<file path="config.mk">
export PLATFORM = sky130hd
export DESIGN_NAME = fetch_sequencer
export DESIGN_NICKNAME = d
export VERILOG_FILES = /design/src/rtl/fetch_sequencer.sv
export SDC_FILE = /design/constraint.sdc
export NUM_CORES = 1
export LEC_CHECK = 0
export BUFFER_PORTS_ARGS = -buffer_cell sky130_fd_sc_hd__buf_2
export CAP_MARGIN = 20
export CORE_MARGIN = 8
export CORE_UTILIZATION = 29
export CTS_CLUSTER_SIZE = 12
export DETAILED_ROUTE_END_ITERATION = 10
export GPL_TIMING_DRIVEN = 0
export SLEW_MARGIN = 20
export SYNTH_ARGS = -nofsm -noshare
export SYNTH_HDL_FRONTEND = slang
export SYNTH_SLANG_ARGS = --single-unit
</file>
<file path="constraint.sdc">
create_clock -name i_clk -period 4.9 [get_ports i_clk]
set_input_delay 0.49 -clock i_clk [delete_from_list [all_inputs] [get_ports i_clk]]
set_output_delay 0.49 -clock i_clk [all_outputs]
set_load 0.03 [all_outputs]
</file>
<file path="src/rtl/fetch_sequencer.sv">
`default_nettype none
// ============================================================================
// Module      : fetch_sequencer
// Description : Front-end fetch control. Drives the PC register load
//               (o_pc_next / o_pc_enable), issues single-outstanding imem
//               requests, registers returned instructions for decode,
//               honours hazard stalls and merges branch/jump redirects.
//               Optional macro FETCH_TIMEOUT_EN builds a WAIT watchdog that
//               raises a sticky o_timeout and retries the fetch.
// Revision    : 1.0 - initial release
// ============================================================================
module fetch_sequencer #(
  parameter logic [31:0] RESET_PC = 32'h0000_0000,
  parameter int          MAX_WAIT = 16
) (
  input  logic        i_clk,
  input  logic        i_rst,
  input  logic [31:0] i_pc,
  input  logic        i_stall,
  input  logic        i_redirect_valid,
  input  logic [31:0] i_redirect_pc,
  output logic [31:0] o_pc_next,
  output logic        o_pc_enable,
  output logic        o_imem_req,
  input  logic        i_imem_gnt,
  input  logic        i_imem_rvalid,
  input  logic [31:0] i_imem_rdata,
  output logic [31:0] o_instr,
  output logic [31:0] o_instr_pc,
  output logic        o_fetch_valid,
  output logic        o_timeout
);

  typedef enum logic [1:0] {
    ST_IDLE = 2'd0,
    ST_REQ  = 2'd1,
    ST_WAIT = 2'd2,
    ST_HOLD = 2'd3
  } state_t;

  state_t      state;
  state_t      state_nxt;
  logic [31:0] redirect_target;
  logic [31:0] pc_inc;
  logic        capture;
  logic        drop;
  logic        set_pending;
  logic        pending_valid;
  logic [31:0] pending_pc;

  // Word-aligned redirect target and sequential next PC (wraps mod 2^32)
  assign redirect_target = i_redirect_pc & 32'hFFFF_FFFC;
  assign pc_inc          = i_pc + 32'd4;

`ifdef FETCH_TIMEOUT_EN
  localparam int CNT_W = $clog2(MAX_WAIT + 1);
  logic [CNT_W-1:0] wait_cnt;
  logic             timeout_hit;
  logic             timeout_flag;

  // Watchdog: restart on WAIT entry, count every cycle spent in WAIT
  always_ff @(posedge i_clk or posedge i_rst) begin
    if (i_rst) begin
      wait_cnt <= '0;
    end else if (state != ST_WAIT && state_nxt == ST_WAIT) begin
      wait_cnt <= '0;
    end else if (state == ST_WAIT) begin
      wait_cnt <= wait_cnt + 1'b1;
    end
  end

  // Sticky timeout flag, cleared only by reset
  always_ff @(posedge i_clk or posedge i_rst) begin
    if (i_rst) begin
      timeout_flag <= 1'b0;
    end else if (timeout_hit) begin
      timeout_flag <= 1'b1;
    end
  end

  assign o_timeout = timeout_flag;
`else
  assign o_timeout = 1'b0;
`endif

  // State register
  always_ff @(posedge i_clk or posedge i_rst) begin
    if (i_rst) begin
      state <= ST_IDLE;
    end else begin
      state <= state_nxt;
    end
  end

  // Next-state and combinational PC/request outputs
  always_comb begin
    state_nxt   = state;
    o_pc_next   = pc_inc;
    o_pc_enable = 1'b0;
    o_imem_req  = 1'b0;
    capture     = 1'b0;
    drop        = 1'b0;
    set_pending = 1'b0;
`ifdef FETCH_TIMEOUT_EN
    timeout_hit = 1'b0;
`endif
    case (state)
      ST_IDLE: begin
        o_pc_enable = 1'b1;
        o_pc_next   = RESET_PC;
        state_nxt   = ST_REQ;
      end
      ST_REQ: begin
        if (i_redirect_valid) begin
          o_pc_enable = 1'b1;
          o_pc_next   = redirect_target;
        end else if (!i_stall) begin
          o_imem_req = 1'b1;
          if (i_imem_gnt) begin
            state_nxt = ST_WAIT;
          end
        end
      end
      ST_WAIT: begin
        if (i_imem_rvalid) begin
          if (i_redirect_valid || pending_valid) begin
            // Instruction belongs to the squashed path: drop it
            drop        = 1'b1;
            o_pc_enable = 1'b1;
            o_pc_next   = i_redirect_valid ? redirect_target : pending_pc;
            state_nxt   = ST_REQ;
          end else begin
            capture = 1'b1;
            if (!i_stall) begin
              o_pc_enable = 1'b1;
              state_nxt   = ST_REQ;
            end else begin
              state_nxt = ST_HOLD;
            end
          end
        end else begin
          set_pending = i_redirect_valid;
`ifdef FETCH_TIMEOUT_EN
          if (wait_cnt == CNT_W'(MAX_WAIT - 1)) begin
            timeout_hit = 1'b1;
            state_nxt   = ST_REQ;
          end
`endif
        end
      end
      ST_HOLD: begin
        if (i_redirect_valid) begin
          o_pc_enable = 1'b1;
          o_pc_next   = redirect_target;
          state_nxt   = ST_REQ;
        end else if (!i_stall) begin
          o_pc_enable = 1'b1;
          state_nxt   = ST_REQ;
        end
      end
      default: begin
        state_nxt = ST_IDLE;
      end
    endcase
  end

  // Decode-side instruction register; valid pulses on capture, holds in HOLD
  always_ff @(posedge i_clk or posedge i_rst) begin
    if (i_rst) begin
      o_instr       <= '0;
      o_instr_pc    <= '0;
      o_fetch_valid <= 1'b0;
    end else begin
      if (capture) begin
        o_instr    <= i_imem_rdata;
        o_instr_pc <= i_pc;
      end
      o_fetch_valid <= capture || (state == ST_HOLD && state_nxt == ST_HOLD);
    end
  end

  // Redirect seen while a fetch is in flight; latest target wins
  always_ff @(posedge i_clk or posedge i_rst) begin
    if (i_rst) begin
      pending_valid <= 1'b0;
      pending_pc    <= '0;
    end else if (set_pending) begin
      pending_valid <= 1'b1;
      pending_pc    <= redirect_target;
    end else if (drop || (state == ST_REQ && i_redirect_valid)) begin
      pending_valid <= 1'b0;
    end
  end

endmodule
`default_nettype wire

</file>
**Word level (Yosys, flattened, before mapping)**

Index checks and enable logic that the tools add are counted.

- Register bits: 98
- Bits in latches: 0
- RAM bits: 0
- ROM bits: 0
- Input port bits: 102
- Output and inout port bits: 100
- Logic and storage cells: 51
- Memories: 0

- $add $sub $neg: 1
- Multipliers: 0
- Div/mod/pow operators: 0
- Order comparisons: 0
- Equality and inequality tests: 4
- Shift operators: 0
- Mux-type cells: 32
- Bitwise gates (word level): 0
- Reductions and logical operators: 8

Operators by type and width:

| kind | count |
|---|---|
| $mux W32 | 4 |
| $pmux W32 S3 | 1 |
| $add A32 B3 Y32 const B | 1 |
| $mux W1 | 17 |
| $mux W2 | 8 |
| $pmux W2 S4 | 1 |
| $eq A2 B2 Y1 const B | 3 |
| $pmux W1 S4 | 1 |
| $logic_or A1 B1 Y1 | 3 |
| $eq A2 B1 Y1 const B | 1 |
| $logic_and A1 B1 Y1 | 2 |
| $logic_not A2 Y1 | 1 |
| $reduce_bool A2 Y1 | 1 |
| $reduce_or A2 Y1 | 1 |

**Longest topological paths before layout**

Gate-level depths: netlist (run 1).

- Word-level depth: 7
- Gate-level depth with buffers: 7
- Gate-level depth less buffers: 6

**Worst setup path before layout (run 1)**

OpenSTA, ideal clock, no wires.

- Path kind: input-to-output
- Start: in i_pc[2]
- End: out o_pc_next[18]
- Arrival time: 2.147 ns
- Required time: 4.410 ns
- Path slack: 2.263 ns
- Cell stages on the path: 6
- Buffers on the path: 0
- Cells stage by stage: ha_1 > nand3_1 > nor4_4 > nand4_1 > xor2_1 > o21ai_0

- Word-level cells in the longest chain between the ends: 4
- Elaborated cells between the ends (all ways): 5
- Those cells by class: add/sub: 1; mux: 4

Ends and longest elaborated chain:

| what | line | RTL |
|---|---|---|
| start: declaration | 18 | `input logic [31:0] i_pc,` |
| $add A32 B3 Y32 * | 53 | `assign pc_inc = i_pc + 32'd4;` |
| $mux W32 | 126 | `if (i_redirect_valid \|\| pending_valid) begin` |
| $mux W32 | 125 | `if (i_imem_rvalid) begin` |
| $pmux W32 S3 * | 107 | `case (state)` |
| end: declaration | 22 | `output logic [31:0] o_pc_next,` |

Every way passes the cells marked *; elsewhere a longest branch is shown, timed or not.

**Worst setup path in the final report (run 1)**

- Start: reg state[0]
- End: out o_pc_next[15]

- Word-level cells in the longest chain between the ends: 3
- Elaborated cells between the ends (all ways): 6
- Those cells by class: eq/ne: 3; mux: 1; reduce/logical: 2

Ends and longest elaborated chain:

| what | line | RTL |
|---|---|---|
| start: declaration | 41 | `state_t state;` |
| start signal: assignment | 91 | `state <= state_nxt;` |
| $eq A2 B2 Y1 / $eq A2 B1 Y1 (equally long branches) | 107 |  |
| $reduce_or A2 Y1 (no line) | -- |  |
| $pmux W32 S3 * | 107 |  |

Marks and branches as above.

==> reports/qor.yml, run 1 <==
floorplan:
  die_area_um2: 21000
  initial_core_util_pct: 29.4
  rows: 47
  die_h_um: 145
  ioPinCount: 202
  core_area_um2: 16400
  die_w_um: 145
detailed_routing:
  vias_per_cell: 4.86
  drt_iter0_markers: 167
  via_count: 4018
  first_pass_iters: 4
  avgRoutedWirePerCell_um: 18.8
  ant_nets: 0
  drc_errors: 0
  routed_wl_mm: 15.5
global_routing:
  track_usage_pct: 14.8
  grt_pass1_wl_mm: 24.8
  first_global_vias: 4548
  grt_max_degree: 52
  overflow: 0
  antenna_found_initial: 1
power:
  leakage_nw: 3.33
  switching_share_pct: 30.5
  p_int_mw: 1.48
  power_switching_uw: 651
  ir_drop_uv: 148
  finalPower_mw: 2.13
  power_frac_comb_pct: 22.7
  seqPwrFrac_pct: 43.4
  power_frac_clock_pct: 34.0
  p_per_area_nw_per_um2: 332
place:
  io_buffers: 198
  gp_congestion: 0.810
  placed_area_um2: 6120
  hpwl_mm: 12.3
  dp.cells: 810
  place_ws_ns: 1.95
worst_setup_path:
  required_ns: 4.41
  worstPathCellList: "clkbuf_1, nor2b_1, nand2_1, nor2_2, buf_2, a22oi_1, o21ai_0, buf_2"
  path_class: "flop to output pin"
  crit_top_cell: "buf_2"
  cp-start-kind: "flop"
  crit_path_end_kind: "output pin"
  cp_max_fo: 10
  cpPeakStageDelay_ns: 0.40
  arrival_ns: 2.52
  critical_path_buf_inv_count: 3
  path_delay_family: "buffers and inverters"
  slowest_stage: "dfrtp_1"
finish:
  final_cell_mix: "205 x buf_2, 98 x dfrtp_1, 96 x mux2_2, 25 x a22oi_1, 21 x xor2_1"
  n_antenna_cell: 0
  stdcell_count: 826
  final_cell_area_um2: 6420
  drive_above_1_share_pct: 55.0
  final_common_cell: "buf_2"
  area_growth_pct: 33.2
  finalCoreUtilization_pct: 39.1
  fin_nets: 704
clock_network:
  clock_path_buffers: 2
  cts.repair.resized: 0
  insertion_delay_ns: 0.34
  cts.sinks: 98
  htree_num_levels: 3
  root_buffer: "clkbuf_16"
  cts_hold_buf: 0
  postCtsSetupBuffers: 0
  clkSlewWorstSetupHoldPaths_ns: 0.07
  cts_tree: "done"
  cts_made_buffers: 9
sta:
  setup_tns_ns: 0
  finClkSkew_ns: 0.00585
  whs_ns: 0.185
  final_hold_viol_count: 0
  setup_viol: 0
  max_freq_ghz: 0.332
  finalCriticalPeriod_ns: 3.01
  period_share_pct: 61.5
  relSlewSlack_pct: 52.8
  slew_viol_final: 0
  setup_slack_ns: 1.89
  worst_slew_pin_slew_ns: 0.704
  rsz0062_at_grt: "no"
synth:
  async_flop_share_pct: 100
  synth_ff_type: "dfrtp_1"
  synth_edf_count: 0
  ys_types: 40
  synth_warnings: 0
  syn_inst: 391
  synth_nets: 494
  ys_ff_latch: 98
  synth.avg_cell_area_um2: 12.3
  synth_area_um2: 4820
  ys_seq_area_share_pct: 50.9
hold_path:
  hold_class: "primary input to async pin"
run:
  cap_violations: 0
status:
  status: "completed"
[power by group through the flow]
stage               combinational [mW]  clock [mW]  sequential (mW)
floorplan                        0.195           0             1.04
global placement                 0.478           0            0.933
detailed placement               0.490           0            0.939
CTS                              0.490       0.756            0.925
global route                     0.518       0.786            0.935
finish                           0.483       0.724            0.924
[path summary, 6_finish.rpt]
| kind | cells after the start | slack, ns | end | from |
|---|---|---|---|---|
| max reg2reg | 7 | 2.87 | o_instr_pc[17]$_DFFE_PP0P_ | state[0]$_DFF_PP0_ |
| max in group asynchronous | 3 | 4.11 | o_instr[20]$_DFFE_PP0P_ | i_rst |
| min | 2 | 0.18 | o_instr_pc[18]$_DFFE_PP0P_ | i_rst |
| max | 8 | 1.89 | o_pc_next[15] | state[0]$_DFF_PP0_ |
| min in group i_clk | 2 | 0.35 | state[0]$_DFF_PP0_ | i_imem_gnt |
| min reg2reg | 1 | 0.50 | o_instr_pc[7]$_DFFE_PP0P_ | o_instr_pc[7]$_DFFE_PP0P_ |
[cell usage after synthesis, types with 6 or more instances]
library cell	n	area, um^2
a22oi_1	25	188
o21ai_0	19	95.1
dfrtp_1	98	2450
mux2_2	96	1080
xor2_1	21	184
nand2_1	12	45.0
and3_1	6	37.5
clkbuf_1	7	26.3
nand3_1	13	65.1
xnor2_1	6	52.6
buf_4	8	60.1
nand4_1	7	43.8
buf_2	7	35.0
nor2_1	9	33.8
a21oi_1	8	40.0
o21ai_1	6	30.0
[kinds of logic (layout without fill, tap and decap cells)]
group | count (synthesis) | after routing | share of synthesized area [%]
xor gates and xnor gates | 27 | 27 | 4.91
DFF | 98 | 98 | 50.9
adders and majority gates | 1 | 1 | 0.260
AOI/OAI and AO/OA | 68 | 68 | 8.96
muxes | 99 | 99 | 23.1
and+or+nand+nor | 70 | 70 | 8.93
buffers and inverters | 27 | 242 | 2.91
other | 1 | 1 | 0.0778
[metal layers]
metal	part of all wire [%]	global-route usage (%)	vias up
met5	0.084	0	-
met4	2.5	6.37	2
met3	8.4	4.98	28
met2	48	24.6	163
met1	41	17.3	1983
li1	-	-	1842
[registers in the layout (all words and copies together) (netlist names)]
signal         cells
pending_valid      1
o_fetch_valid      1
state              2
o_instr           32
o_instr_pc        32
pending_pc        30
[final cells by class]
type	count	area, um^2
sequential	98	2450
buffer	22	121
multi-input combinational	266	2230
timing repair buffer	199	1020
fill	1627	9990
clock inverter	2	35.0
tap	220	275
clock buffer	14	264
inverter	5	23.8
[worst reg2reg max path: stages, from the launching register on]
cell      delay, ns
dfrtp_1        0.40
clkbuf_1       0.21
nor2b_1        0.22
nand2_1        0.11
nor2_1         0.14
buf_4          0.23
buf_4          0.23
mux2_2         0.36
Power figures use the tool's default switching activity.
==> run 2: changes to the inputs <==
--- a/config.mk
+++ b/config.mk
@@ -5,6 +5,7 @@
 export SDC_FILE = /design/constraint.sdc
 export NUM_CORES = 1
 export LEC_CHECK = 0
+export ABC_AREA = 1
 export BUFFER_PORTS_ARGS = -buffer_cell sky130_fd_sc_hd__buf_2
 export CAP_MARGIN = 20
 export CORE_MARGIN = 8
==> constraint.sdc (replaced) <==
create_clock -name i_clk -period 2.86 [get_ports i_clk]
set_input_delay 0.286 -clock i_clk [delete_from_list [all_inputs] [get_ports i_clk]]
set_output_delay 0.286 -clock i_clk [all_outputs]
set_load 0.03 [all_outputs]
==> run 2 against run 1 <==
  * Clock power increased by 86%
  * Core utilization decreased by 0.41 points
  * Cell area increased by 7.6%
  * Flip-flop and latch count unchanged
  * Via count increased by 28%
  * Total power increased by 89%
  * Synthesized cell count increased by 67%
  * Worst setup slack got worse by 1.7 ns
  * Largest cell class unchanged
  * Highest routed layer unchanged
==> reports/qor.yml, run 2 <==
status:
  status: "completed"  # unchanged
worst_setup_path:
  rr_endpoint: "o_instr_pc[8]$_DFFE_PP0P_"  # was o_instr_pc[17]$_DFFE_PP0P_
  ff2ff_path_depth: 4  # was 7
  cp-endpoint: "o_pc_next[28]"  # was o_pc_next[15]
  crit_start: "state[1]$_DFF_PP0_"  # was state[0]$_DFF_PP0_
  cp-start-kind: "flop"  # unchanged
  path_class: "flop to output pin"  # unchanged
  crit_path_end_kind: "output pin"  # unchanged
  rr_startpoint: "pending_valid$_DFFE_PP0P_"  # was state[0]$_DFF_PP0_
  arrival_ns: 2.35  # was 2.52 ns
  r2r_setup_slack_ns: 1.12  # was 2.87 ns
  cp_max_fo: 8  # was 10
  required_ns: 2.57  # was 4.41 ns
global_routing:
  grt_max_degree: 74  # was 52
  grt_pass1_wl_mm: 28.8  # was 24.8 mm
  antenna_found_initial: 10  # was 1
  track_usage_pct: 16.8  # was 14.8%
  first_global_vias: 5097  # was 4548
  overflow: 0  # unchanged
finish:
  multi_input_area_um2: 2380  # was 2230 um^2
  fillCellCount: 1878  # was 1627
  top_regs: "o_instr x32, o_instr_pc x32, pending_pc x30"  # unchanged
  area_growth_pct: 31.6  # was 33.2%
  drive_above_1_share_pct: 32.4  # was 55.0%
  final_cell_mix: "207 x buf_2, 152 x nand2_1, 98 x dfrtp_1, 83 x o21ai_0, 66 x inv_1"  # was 205 x buf_2, 98 x dfrtp_1, 96 x mux2_2, 25 x a22oi_1, 21 x xor2_1
  final-seq-area_um2: 2450  # unchanged
  final_common_cell: "buf_2"  # unchanged
  final_cell_area_um2: 6900  # was 6420 um^2
  finalCoreUtilization_pct: 38.7  # was 39.1%
  fin_nets: 966  # was 704
synth:
  synth_warnings: 0  # unchanged
  ys_ff_latch: 98  # unchanged
  synth_nets: 755  # was 494
  syn_inst: 652  # was 391
  yosysTopAreaCellShare_pct: 46.7  # was 50.9%
  yosys.cell_count.top_type: "nand2_1"  # was dfrtp_1
  ys_types: 37  # was 40
  ys_seq_area_share_pct: 46.7  # was 50.9%
  post-synth-top-area-cell: "dfrtp_1"  # unchanged
  yosys-top-cells-area: "dfrtp_1 47%, nand2_1 11%, mux2_2 8.2%"  # was dfrtp_1 51%, mux2_2 22%, a22oi_1 3.9%
  synth_commonest_cells: "152 x nand2_1, 98 x dfrtp_1, 83 x o21ai_0, 67 x inv_1, 63 x nor2_1"  # was 98 x dfrtp_1, 96 x mux2_2, 25 x a22oi_1, 21 x xor2_1, 19 x o21ai_0
  synth_edf_count: 0  # unchanged
  synth_area_um2: 5250  # was 4820 um^2
  synth_ff_type: "dfrtp_1"  # unchanged
  synth.avg_cell_area_um2: 8.05  # was 12.3 um^2
  async_flop_share_pct: 100  # unchanged
floorplan:
  die_w_um: 151  # was 145 um
  initial_core_util_pct: 29.4  # about the same
  ioPinCount: 202  # unchanged
  die_h_um: 151  # was 145 um
  die_area_um2: 22700  # was 21000 um^2
  rows: 49  # was 47
  core_area_um2: 17800  # was 16400 um^2
detailed_routing:
  first_pass_iters: 6  # was 4
  vias_per_cell: 4.67  # was 4.86
  routed_wl_mm: 19.2  # was 15.5 mm
  drc_errors: 0  # unchanged
  avgRoutedWirePerCell_um: 17.4  # was 18.8 um
  via_count: 5147  # was 4018
  ant_nets: 0  # unchanged
  drt_iter0_markers: 335  # was 167
sta:
  finClkSkew_ns: 0.00584  # was 0.00585 ns
  period_share_pct: 92.3
  worst_slew_pin_slew_ns: 0.524  # was 0.704 ns
  relSlewSlack_pct: 65.1  # was 52.8%
  final_hold_viol_count: 0  # unchanged
  setup_viol: 0  # unchanged
  setup_slack_ns: 0.220  # was 1.89 ns
  finalCriticalPeriod_ns: 2.64
  rsz0062_at_grt: "no"  # unchanged
  max_freq_ghz: 0.379
  slew_viol_final: 0  # unchanged
hold_path:
  hold_class: "primary input to flop"  # was primary input to async pin
clock_network:
  cts.repair.resized: 0  # unchanged
  cts_made_buffers: 9  # unchanged
  clock_path_buffers: 2  # unchanged
  cts.sinks: 98  # unchanged
  root_buffer: "clkbuf_16"  # unchanged
  insertion_delay_ns: 0.35  # was 0.34 ns
  postCtsSetupBuffers: 0  # unchanged
  htree_num_levels: 3  # unchanged
  cts_hold_buf: 1  # was 0
  clkSlewWorstSetupHoldPaths_ns: 0.07  # about the same
  cts_tree: "done"  # unchanged
power:
  leakage_nw: 3.74  # was 3.33 nW
  ir_drop_uv: 322  # was 148 uV
  finalPower_mw: 4.03  # was 2.13 mW
  p_per_area_nw_per_um2: 584  # was 332 nW/um^2
place:
  io_buffers: 198  # unchanged
  hpwl_mm: 15.6  # was 12.3 mm
  placed_area_um2: 6560  # was 6120 um^2
  place_ws_ns: 0.495  # was 1.95 ns
  gp_congestion: 0.879  # was 0.810
run:
  cap_violations: 0  # unchanged
## run 2: changes by cell type in the layout (fill, tap and decap cells not counted), sizes merged, moves of 16 or more
cell   delta
a22oi    -25
xor2     -18
a21oi    +16
inv      +69
nand3    +38
nor2     +56
mux2     -53
nand2   +140
o21ai    +59
## run 2: critical path, stage by stage, from the launching register on
cell and delay, ns:
dfrtp_1 0.44, inv_2 0.08, o21ai_0 0.37, nand2_1 0.28
o21ai_0 0.39, inv_1 0.10, nand2_1 0.12, buf_2 0.21
## run 2: layout make-up
class | instances | share of cell area, %
Timing Repair Buffer | 200 | 14.9
Inverter | 73 | 4.04
Multi-Input combinational cell | 455 | 34.5
Sequential cell | 98 | 35.5
Buffer | 26 | 2.01
Clock inverter | 7 | 1.45
Clock buffer | 9 | 3.26
Tap cell | 229 | 4.15
Antenna cell | 5 | 0.181
## run 2: through the flow
stage,instances,hold WS (ns),TNS [ns]
finish,1102,0.141,0
global route,1101,0.153,0
floorplan,652,0.418,0
CTS,1097,0.130,0
global placement,1079,0.461,-133.68
detailed placement,1080,0.276,0
## run 2: logic make-up (layout without fill, tap and decap cells)
logic type	after synthesis	count (layout)	share of synthesized area, %
AOI/OAI and AO/OA	127	127	12.9
xor gates and xnor gates	4	4	0.668
adders and majority gates	1	1	0.238
buffers and inverters	99	315	7.87
DFF	98	98	46.7
muxes	43	43	9.37
other	1	6	0.0715
and+or+nand+nor	279	279	22.2
## run 2: how the worst min path moves through the flow
| stage | to | slack [ns] | start | depth (start not counted) |
|---|---|---|---|---|
| after floorplan | o_instr[30]$_DFFE_PP0P_ | 0.42 | i_imem_rdata[30] | 1 |
| after global placement | pending_pc[13]$_DFFE_PP0P_ | 0.46 | pending_pc[13]$_DFFE_PP0P_ | 2 |
| after detailed placement | o_instr[27]$_DFFE_PP0P_ | 0.28 | i_rst | 2 |
| after CTS | o_instr[30]$_DFFE_PP0P_ | 0.13 | i_imem_rdata[30] | 2 |
| after global routing | o_instr[30]$_DFFE_PP0P_ | 0.15 | i_imem_rdata[30] | 2 |
| final | o_instr[30]$_DFFE_PP0P_ | 0.14 | i_imem_rdata[30] | 2 |
## run 2: power breakdown
group	total [mW]	switching, mW	internal (mW)
sequential	1.65	0.0839	1.57
clock	1.35	0.578	0.775
combinational	1.03	0.700	0.327
total	4.03	1.36	2.67
## run 2: layer usage
metal	track usage (%)	share of wire [%]	wire length [um]	vias up
met5	0	0.40	76	-
met4	6.35	1.7	330	12
met3	5.26	9.1	1740	29
li1	-	-	-	2565
met1	20.5	42	8010	2356
met2	27.4	47	9020	185
==> run 3: changes to the inputs <==
--- a/config.mk
+++ b/config.mk
@@ -5,7 +5,6 @@
 export SDC_FILE = /design/constraint.sdc
 export NUM_CORES = 1
 export LEC_CHECK = 0
-export ABC_AREA = 1
 export BUFFER_PORTS_ARGS = -buffer_cell sky130_fd_sc_hd__buf_2
 export CAP_MARGIN = 20
 export CORE_MARGIN = 8
==> run 3 against run 2 <==
  * Clock skew rose by 0.00089 ns
  * Critical path depth shrank 1
  * Register-to-register slack got worse by 0.32 ns
  * Non-clock buffer count fell by 4
  * Wire length decreased by 19%
  * Global-route usage shrank 2.0 points
  * Highest routed layer unchanged
==> reports/qor.yml, run 3 (synthesis gave the netlist of run 1 again) <==
status:
  status: "completed"  # unchanged
floorplan:
  die_area_um2: 21000  # was 22700 um^2
  die_h_um: 145  # was 151 um
  initial_core_util_pct: 29.4  # about the same
  die_w_um: 145  # was 151 um
  ioPinCount: 202  # unchanged
  rows: 47  # was 49
  core_area_um2: 16400  # was 17800 um^2
global_routing:
  overflow: 0  # unchanged
  antenna_found_initial: 1  # was 10
  grt_pass1_wl_mm: 24.8  # was 28.8 mm
  met2_usage_pct: 24.6  # was 27.4%
  met3_usage_pct: 4.98  # was 5.26%
  grt_max_degree: 52  # was 74
  first_global_vias: 4548  # was 5097
  grt_util_met1_pct: 17.3  # was 20.5%
  busiest_layer: "met2"  # unchanged
  track_usage_pct: 14.8  # was 16.8%
finish:
  final_cell_area_um2: 6440  # was 6900 um^2
  n_antenna_cell: 0  # was 5
  drive_above_1_share_pct: 55.2  # was 32.4%
  final_common_cell: "buf_2"  # unchanged
  stdcell_count: 827  # was 1102
  final_cell_mix: "204 x buf_2, 98 x dfrtp_1, 96 x mux2_2, 25 x a22oi_1, 21 x xor2_1"  # was 207 x buf_2, 152 x nand2_1, 98 x dfrtp_1, 83 x o21ai_0, 66 x inv_1
  fin_nets: 705  # was 966
  top_regs: "o_instr x32, o_instr_pc x32, pending_pc x30"  # unchanged
  area_growth_pct: 33.6  # was 31.6%
detailed_routing:
  avgRoutedWirePerCell_um: 18.8  # was 17.4 um
  via_count: 4026  # was 5147
  routed_wl_mm: 15.5  # was 19.2 mm
  drt_iter0_markers: 166  # was 335
  first_pass_iters: 4  # was 6
  ant_nets: 0  # unchanged
  drc_errors: 0  # unchanged
  vias_per_cell: 4.87  # was 4.67
place:
  dp.cells: 810  # was 1080
  placed_area_um2: 6120  # was 6560 um^2
  place_ws_ns: 0.321  # was 0.495 ns
  gp_congestion: 0.810  # was 0.879
  io_buffers: 198  # unchanged
  hpwl_mm: 12.3  # was 15.6 mm
power:
  finalPower_mw: 3.66  # was 4.03 mW
  p_per_area_nw_per_um2: 568  # was 584 nW/um^2
  ir_drop_uv: 254  # was 322 uV
  leakage_nw: 3.34  # was 3.74 nW
worst_setup_path:
  arrival_ns: 2.40  # was 2.35 ns
  cp-start-kind: "flop"  # unchanged
  required_ns: 2.57  # about the same
  path_class: "flop to output pin"  # unchanged
  crit_path_end_kind: "output pin"  # unchanged
  cp_max_fo: 10  # was 8
  ff2ff_path_depth: 7  # was 4
  r2r_setup_slack_ns: 0.80  # was 1.12 ns
  rr_startpoint: "state[0]$_DFF_PP0_"  # was pending_valid$_DFFE_PP0P_
  rr_endpoint: "o_instr_pc[17]$_DFFE_PP0P_"  # was o_instr_pc[8]$_DFFE_PP0P_
clock_network:
  insertion_delay_ns: 0.34  # was 0.35 ns
  cts_made_buffers: 9  # unchanged
  htree_num_levels: 3  # unchanged
  cts_tree: "done"  # unchanged
  postCtsSetupBuffers: 0  # unchanged
  root_buffer: "clkbuf_16"  # unchanged
  clkSlewWorstSetupHoldPaths_ns: 0.07  # about the same
  clock_path_buffers: 2  # unchanged
  cts.sinks: 98  # unchanged
sta:
  final_hold_viol_count: 0  # unchanged
  period_share_pct: 94.0  # was 92.3%
  worst_slew_pin_slew_ns: 0.712  # was 0.524 ns
  max_freq_ghz: 0.372  # was 0.379 GHz
  relSlewSlack_pct: 52.2  # was 65.1%
  setup_slack_ns: 0.172  # was 0.220 ns
  finClkSkew_ns: 0.00674  # was 0.00584 ns
  slew_viol_final: 0  # unchanged
  rsz0062_at_grt: "no"  # unchanged
  setup_viol: 0  # unchanged
  finalCriticalPeriod_ns: 2.69  # was 2.64 ns
hold_path:
  hold_end: "state[0]$_DFF_PP0_"  # was o_instr[30]$_DFFE_PP0P_
  hp-start: "i_imem_gnt"  # was i_imem_rdata[30]
  hold_class: "primary input to flop"  # unchanged
  whs_path_depth: 2  # unchanged
run:
  cap_violations: 0  # unchanged
-- run 3: cell count changes in the layout (fill, tap and decap cells not counted), moves of 18 or more --
cell | previous run | this run
nand3_1 | 50 | 13
nor2_1 | 63 | 9
mux2_2 | 38 | 96
o21ai_0 | 83 | 19
xor2_1 | 3 | 21
nand2_1 | 152 | 12
a22oi_1 | 0 | 25
inv_1 | 66 | 4
-- run 3: worst max path at each step --
stage,startpoint,end,slack [ns],cells after the start
after floorplan,i_rst,o_fetch_valid$_DFF_PP0_,0.01,1
after global routing,state[1]$_DFF_PP0_,o_pc_next[18],0.01,8
after detailed placement,i_pc[2],o_pc_next[18],0.32,8
final,pending_valid$_DFFE_PP0P_,o_pc_next[18],0.17,6
after global placement,i_rst,o_instr[24]$_DFFE_PP0P_,-1.21,2
after CTS,state[0]$_DFF_PP0_,o_pc_next[16],0.01,8
-- run 3: timing repair --
| action | 4_1_cts | 5_1_grt |
|---|---|---|
| endpoints found under the setup margin | 0 | 20 |
| resized for setup | 0 | 6 |
| hold buffers | 1 | 0 |
| endpoints found under the hold margin | 42 | 0 |
-- run 3: cell type report --
type	instances	area, um^2
buffer	22	126
clock buffer	14	264
clock inverter	2	35.0
fill	1625	9970
inverter	5	23.8
multi-input combinational	266	2230
sequential	98	2450
tap	220	275
timing repair buffer	200	1030
-- run 3: worst max-delay path: stages, from the launching register on --
cell      delay (ns)
dfrtp_1         0.41
inv_1           0.12
a21oi_1         0.20
o21a_1          0.36
clkbuf_1        0.49
o21ai_0         0.25
buf_2           0.23
-- run 3: per-layer routing --
metal	vias to the layer above	part of all wire (%)
met5	-	0.084
met1	1986	40
met4	2	2.6
met2	164	48
met3	30	8.7
li1	1844	-
-- run 3: stage by stage --
step	utilization [%]	hold WS, ns	TNS (ns)
6_report	39.2	0.157	0
5_1_grt	39.2	0.136	0
4_1_cts	39.2	0.125	0
3_5_place_dp	37.3	0.367	0
3_3_place_gp	37.1	0.483	-118.05
2_1_floorplan	-	0.394	0
-- run 3: power breakdown --
group / switching [mW] / internal (mW) / leakage, nW
Clock: 0.515 / 0.727 / 0.147
Sequential: 0.0660 / 1.52 / 1.33
Combinational: 0.536 / 0.293 / 1.86
Total: 1.12 / 2.54 / 3.34
